===== config.mk =====
export PLATFORM = sky130hd
export DESIGN_NAME = cp0_intc
export DESIGN_NICKNAME = d
export VERILOG_FILES = /design/src/rtl/cp0_intc_pkg.sv /design/src/rtl/cp0_intc.sv
export SDC_FILE = /design/constraint.sdc
export NUM_CORES = 1
export LEC_CHECK = 0
export BUFFER_PORTS_ARGS = -buffer_cell sky130_fd_sc_hd__buf_2
export CAP_MARGIN = 10
export CORE_ASPECT_RATIO = 2
export CORE_UTILIZATION = 30
export DETAILED_ROUTE_END_ITERATION = 10
export SETUP_SLACK_MARGIN = 0.1
export SLEW_MARGIN = 20
export SYNTH_ARGS = -nofsm -noshare
export SYNTH_HDL_FRONTEND = slang
export SYNTH_SLANG_ARGS = --single-unit

===== constraint.sdc =====
create_clock -name clk -period 1.65 [get_ports clk]
set_input_delay 0 -clock clk [delete_from_list [all_inputs] [get_ports clk]]
set_output_delay 0 -clock clk [all_outputs]
set_load 0.05 [all_outputs]

===== src/rtl/cp0_intc_pkg.sv =====
// Shared CP0 definitions: register indices, SR/Cause field positions, ExcCode values.
package cp0_intc_pkg;

    localparam logic [4:0] REG_SR    = 5'd12;
    localparam logic [4:0] REG_CAUSE = 5'd13;
    localparam logic [4:0] REG_EPC   = 5'd14;
    localparam logic [4:0] REG_PRID  = 5'd15;

    localparam int SR_IE        = 0;
    localparam int SR_EXL       = 1;
    localparam int SR_IM_LO     = 10;
    localparam int CAUSE_EXC_LO = 2;
    localparam int CAUSE_IP_LO  = 10;

    localparam logic [31:0] PRID_DEFAULT = 32'h4D43_5055;

    typedef enum logic [4:0] {
        EXC_INT  = 5'd0,
        EXC_ADEL = 5'd4,
        EXC_ADES = 5'd5,
        EXC_RI   = 5'd10,
        EXC_OV   = 5'd12
    } excCode_e;

endpackage


===== src/rtl/cp0_intc.sv =====
// Coprocessor-0 interrupt/exception controller: SR, Cause, EPC, PRId, interrupt
// request/acknowledge handshake, synchronous exception capture and eret.
module cp0_intc
    import cp0_intc_pkg::*;
#(
    parameter logic [31:0] PRID = PRID_DEFAULT
) (
    input  logic        clk,
    input  logic        rst_n,
    input  logic [7:2]  HWInt,
    input  logic [4:0]  A,
    input  logic [31:0] DIn,
    input  logic        we,
    output logic [31:0] DOut,
    input  logic [31:2] epc_pc,
    input  logic        int_ack,
    input  logic        exc_req,
    input  logic [4:0]  exc_code,
    input  logic        eret,
    output logic        int_req,
    output logic [31:2] EPC
);

    logic [5:0]  imReg;
    logic        ieReg;
    logic        exlReg;
    logic [5:0]  ipReg;
    logic [4:0]  excCodeReg;
    logic [31:2] epcReg;

    logic ackValid;
    logic excValid;
    logic srWrite;
    logic epcWrite;

    assign int_req  = (|(ipReg & imReg)) & ieReg & ~exlReg;
    assign ackValid = int_ack & int_req;
    assign excValid = exc_req & ~exlReg;
    assign srWrite  = we && (A == REG_SR);
    assign epcWrite = we && (A == REG_EPC);
    assign EPC      = epcReg;

    // IM/IE are only ever touched by mtc0; EXL, EPC and ExcCode follow the
    // ack > exception > eret > mtc0 priority, resolved per field.
    always_ff @(posedge clk or negedge rst_n) begin
        if (!rst_n) begin
            imReg      <= '0;
            ieReg      <= 1'b0;
            exlReg     <= 1'b0;
            ipReg      <= '0;
            excCodeReg <= EXC_INT;
            epcReg     <= '0;
        end else begin
            ipReg <= HWInt;

            if (srWrite) begin
                imReg <= DIn[SR_IM_LO +: 6];
                ieReg <= DIn[SR_IE];
            end

            if (ackValid) begin
                exlReg     <= 1'b1;
                epcReg     <= epc_pc;
                excCodeReg <= EXC_INT;
            end else if (excValid) begin
                exlReg     <= 1'b1;
                epcReg     <= epc_pc;
                excCodeReg <= exc_code;
            end else begin
                if (eret) begin
                    exlReg <= 1'b0;
                end else if (srWrite) begin
                    exlReg <= DIn[SR_EXL];
                end
                if (epcWrite) begin
                    epcReg <= DIn[31:2];
                end
            end
        end
    end

    // Reads see the registered state only; a same-cycle mtc0 is not bypassed.
    always_comb begin
        DOut = '0;
        case (A)
            REG_SR: begin
                DOut[SR_IM_LO +: 6] = imReg;
                DOut[SR_EXL]        = exlReg;
                DOut[SR_IE]         = ieReg;
            end
            REG_CAUSE: begin
                DOut[CAUSE_IP_LO +: 6]  = ipReg;
                DOut[CAUSE_EXC_LO +: 5] = excCodeReg;
            end
            REG_EPC:  DOut = {epcReg, 2'b00};
            REG_PRID: DOut = PRID;
            default:  DOut = '0;
        endcase
    end

endmodule


==> impl_metrics.env <==
export IMPL_drv_slew=0
export IMPL_drive_above_1_share_pct=57.2
export IMPL_grt_pass1_wl_mm=13.7
export IMPL_wl_mm=8.61
export IMPL_finalCritPeriodShare_pct=98.6
export IMPL_dp_hpwl_mm=6.32
export IMPL_cp_depth=5
export IMPL_crit_type="reg -> reg"
export IMPL_hold_violations=0
export IMPL_syn_area_per_cell_um2=12.4
export IMPL_power_density_nw_per_um2=1350
export IMPL_fillers=833
export IMPL_io_pins=147
export IMPL_post_route_drc_count=0
export IMPL_crit_slowest_cell="dfrtp_1"
export IMPL_crit_path_start="ipReg[0]"
export IMPL_critical_path_buf_inv_count=1
export IMPL_die_w_um=70.3
export IMPL_dr_pass1_iters=4
export IMPL_seqCellArea_um2=1230
export IMPL_drt_iter0_markers=109
export IMPL_cap_violations=0
export IMPL_dieArea_um2=9740
export IMPL_hold_start="DIn[9]"
export IMPL_endpoint_kind="flip-flop"
export IMPL_maxSlewHeadroom_pct=72.6
export IMPL_crit_path_max_incr_delay_ps=390
export IMPL_core_area_um2=9010
export IMPL_finalNetCount=515
export IMPL_initial_utilization_pct=31.1
export IMPL_peakVddDrop_mv=0.743
export IMPL_antenna_found_initial=0
export IMPL_dp_slack_ps=-15.2
export IMPL_gr_usage_all_layers_pct=18.3
export IMPL_final_setup_skew_ps=4.74
export IMPL_ys_warn_count=0
export IMPL_rows=49
export IMPL_status="finished, final reports clean"
export IMPL_diodes=0
export IMPL_area_delta_synth_final_pct=58.8
export IMPL_routedWlPerCell_um=16.1
export IMPL_p_leak_nw=2.34
export IMPL_layout_setup_ws_ps=23.8
export IMPL_ys_ff_latch=49
export IMPL_cp_required_ps=1830
export IMPL_grt_max_degree=24
export IMPL_clock_root_buffer="clkbuf_16"
export IMPL_r2r_cells=5
export IMPL_rsz0062_at_grt="true"
export IMPL_synth_top_area_share_pct=43.8
export IMPL_syn_nets=310
export IMPL_numCtsBuffers=5
export IMPL_cts_tree="done"
export IMPL_multiInputGateArea_um2=1510
export IMPL_hp_class="in -> reg"
export IMPL_startpoint_type="flip-flop"
export IMPL_synthesis_area_um2=2800
export IMPL_clock_sinks=49
export IMPL_clk_latency_ps=290
export IMPL_reg2reg_to="EPC[29]"
export IMPL_clkTransAtPathRegs_ps=70
export IMPL_period_minus_slack_ps=1630
export IMPL_routed_via_count=2507
export IMPL_synth_top_area_cell="dfrtp_1"
export IMPL_clock_path_buffers=2
export IMPL_die_h_um=139
export IMPL_reg2reg_slack_ps=20
export IMPL_gp_congestion=0.804
export IMPL_max_freq_ghz=0.615
export IMPL_ys_seq_area_share_pct=43.8
export IMPL_synth_cell_types=28
export IMPL_crit_chain="a22oi_2 -> a31oi_4 -> nor2_4 -> buf_12 -> mux2_2"
export IMPL_gr_total_overflow=0
export IMPL_crit_family="compound AO/OA/AOI/OAI gates"
export IMPL_critPathCapture="EPC[29]"
export IMPL_regToRegStartpoint="ipReg[0]"
export IMPL_arrival_ps=1800
export IMPL_port_buffers=146
export IMPL_h_tree_depth=2
export IMPL_grt_pass1_vias=2806
export IMPL_tightest_slew_ps=411
export IMPL_synth_area_leaders="dfrtp_1 44%, mux2_4 23%, mux2_2 11%, nor2_1 4.4%, mux2i_1 3.6%"
export IMPL_vias_per_cell=4.69
export IMPL_postSynthCellCount=226
export IMPL_ant_nets=0
export IMPL_tns_ps=0
export IMPL_setup_violations=0
export IMPL_critical_path_peak_fanout=21
kinds of logic after synthesis:
family                 after synthesis  synth area share (%)
flip-flops                          49                  43.8
AO/OA/AOI/OAI                       21                  4.69
multiplexers                        79                  37.0
AND/OR/NAND/NOR                     62                  11.1
buffers and inverters               15                  3.44
placed cells by master, fill, tap and decap left out:
cell           count
nand3_4            1
o21ai_0            4
mux2_4            42
buf_6              1
a22oi_1            2
buf_2            145
a22oi_2            3
nor2b_1            1
inv_1              1
nor2b_2            1
o22ai_1            2
mux2_2            27
nor2_4             1
inv_6              1
a21oi_1            8
buf_4             13
dlygate4sd3_1     50
a31oi_4            1
nand3b_1           2
nor2_1            33
clkbuf_4           1
buf_12             2
nand3_1            1
dfrtp_1           49
and2b_1            1
and2_1            12
a311oi_2           1
and3_1             1
nand2_1            6
mux2i_1           10
and3b_1            1
bufinv_16          2
or2b_1             1
clkbuf_16          5
area by class of cell:
cell class | count | share of cell area, %
Clock buffer | 5 | 2.81
Tap cell | 102 | 2.87
Clock inverter | 3 | 1.55
Inverter | 1 | 0.0844
Timing Repair Buffer | 212 | 31.1
Multi-Input combinational cell | 162 | 34.0
Sequential cell | 49 | 27.6
stage by stage:
stage          hold slack, ps  cell area (um2)  cells  util [%]  power (mW)
2_1_floorplan            -296             2840    226         -        3.94
3_3_place_gp            -50.0             3740    475      41.5        4.55
3_5_place_dp            -44.3             3740    475      41.5        4.59
4_1_cts                  44.4             4440    534      49.3        6.07
5_1_grt                  53.4             4450    534      49.3        6.31
6_report                 61.9             4450    534      49.3        6.00
worst min-delay path, stage by stage:
cell and delay, ps:
buf_2 70, mux2_4 120, mux2_4 120
registers in the layout (all words and copies together) (netlist names):
| signal | flops |
|---|---|
| EPC | 30 |
| excCodeReg | 5 |
| exlReg | 1 |
| ieReg | 1 |
| imReg | 6 |
| ipReg | 6 |
what timing repair did:
item                                   CTS  global route
pin swaps                                2             0
endpoints found under the hold margin   65             0
hold buffers                            50             0
setup endpoints to repair               30            31
buffers inserted                         1             0
resized for setup                        1             1
worst min path at each step:
stage               to  slack (ps)  cells past startpoint
2_1_floorplan  EPC[10]        -300                      0
6_report        EPC[9]          60                      3
4_1_cts         exlReg          40                      3
3_3_place_gp   EPC[11]         -50                      1
5_1_grt        EPC[24]          50                      3
3_5_place_dp    EPC[8]         -40                      1
synth_stat cells (all sizes together):
library cell,number
mux2i,10
and3,1
inv,1
a21oi,8
and3b,1
clkbuf,5
buf,9
o22ai,2
and2,12
nor2b,2
mux2,69
or2b,1
dfrtp,49
nor2,34
nand2,6
o21ai,4
a31oi,1
nand3,2
a22oi,5
a311oi,1
nand3b,2
and2b,1
metal layers:
layer  wire length, um  GRT usage (%)  part of all wire [%]
met3               331           2.40                   3.8
met5                 0              0                     0
met2              4890           35.1                    57
met4               359           10.7                   4.2
met1              3030           17.9                    35
power by group:
group / leakage, nW / total, mW / switching, mW / internal (mW)
clock network: 0.0944 / 1.33 / 0.459 / 0.874
registers: 0.580 / 1.87 / 0.297 / 1.57
logic: 1.66 / 2.80 / 1.62 / 1.18
total: 2.34 / 6.00 / 2.38 / 3.62
Note: power is estimated with default switching activity, not from simulation.
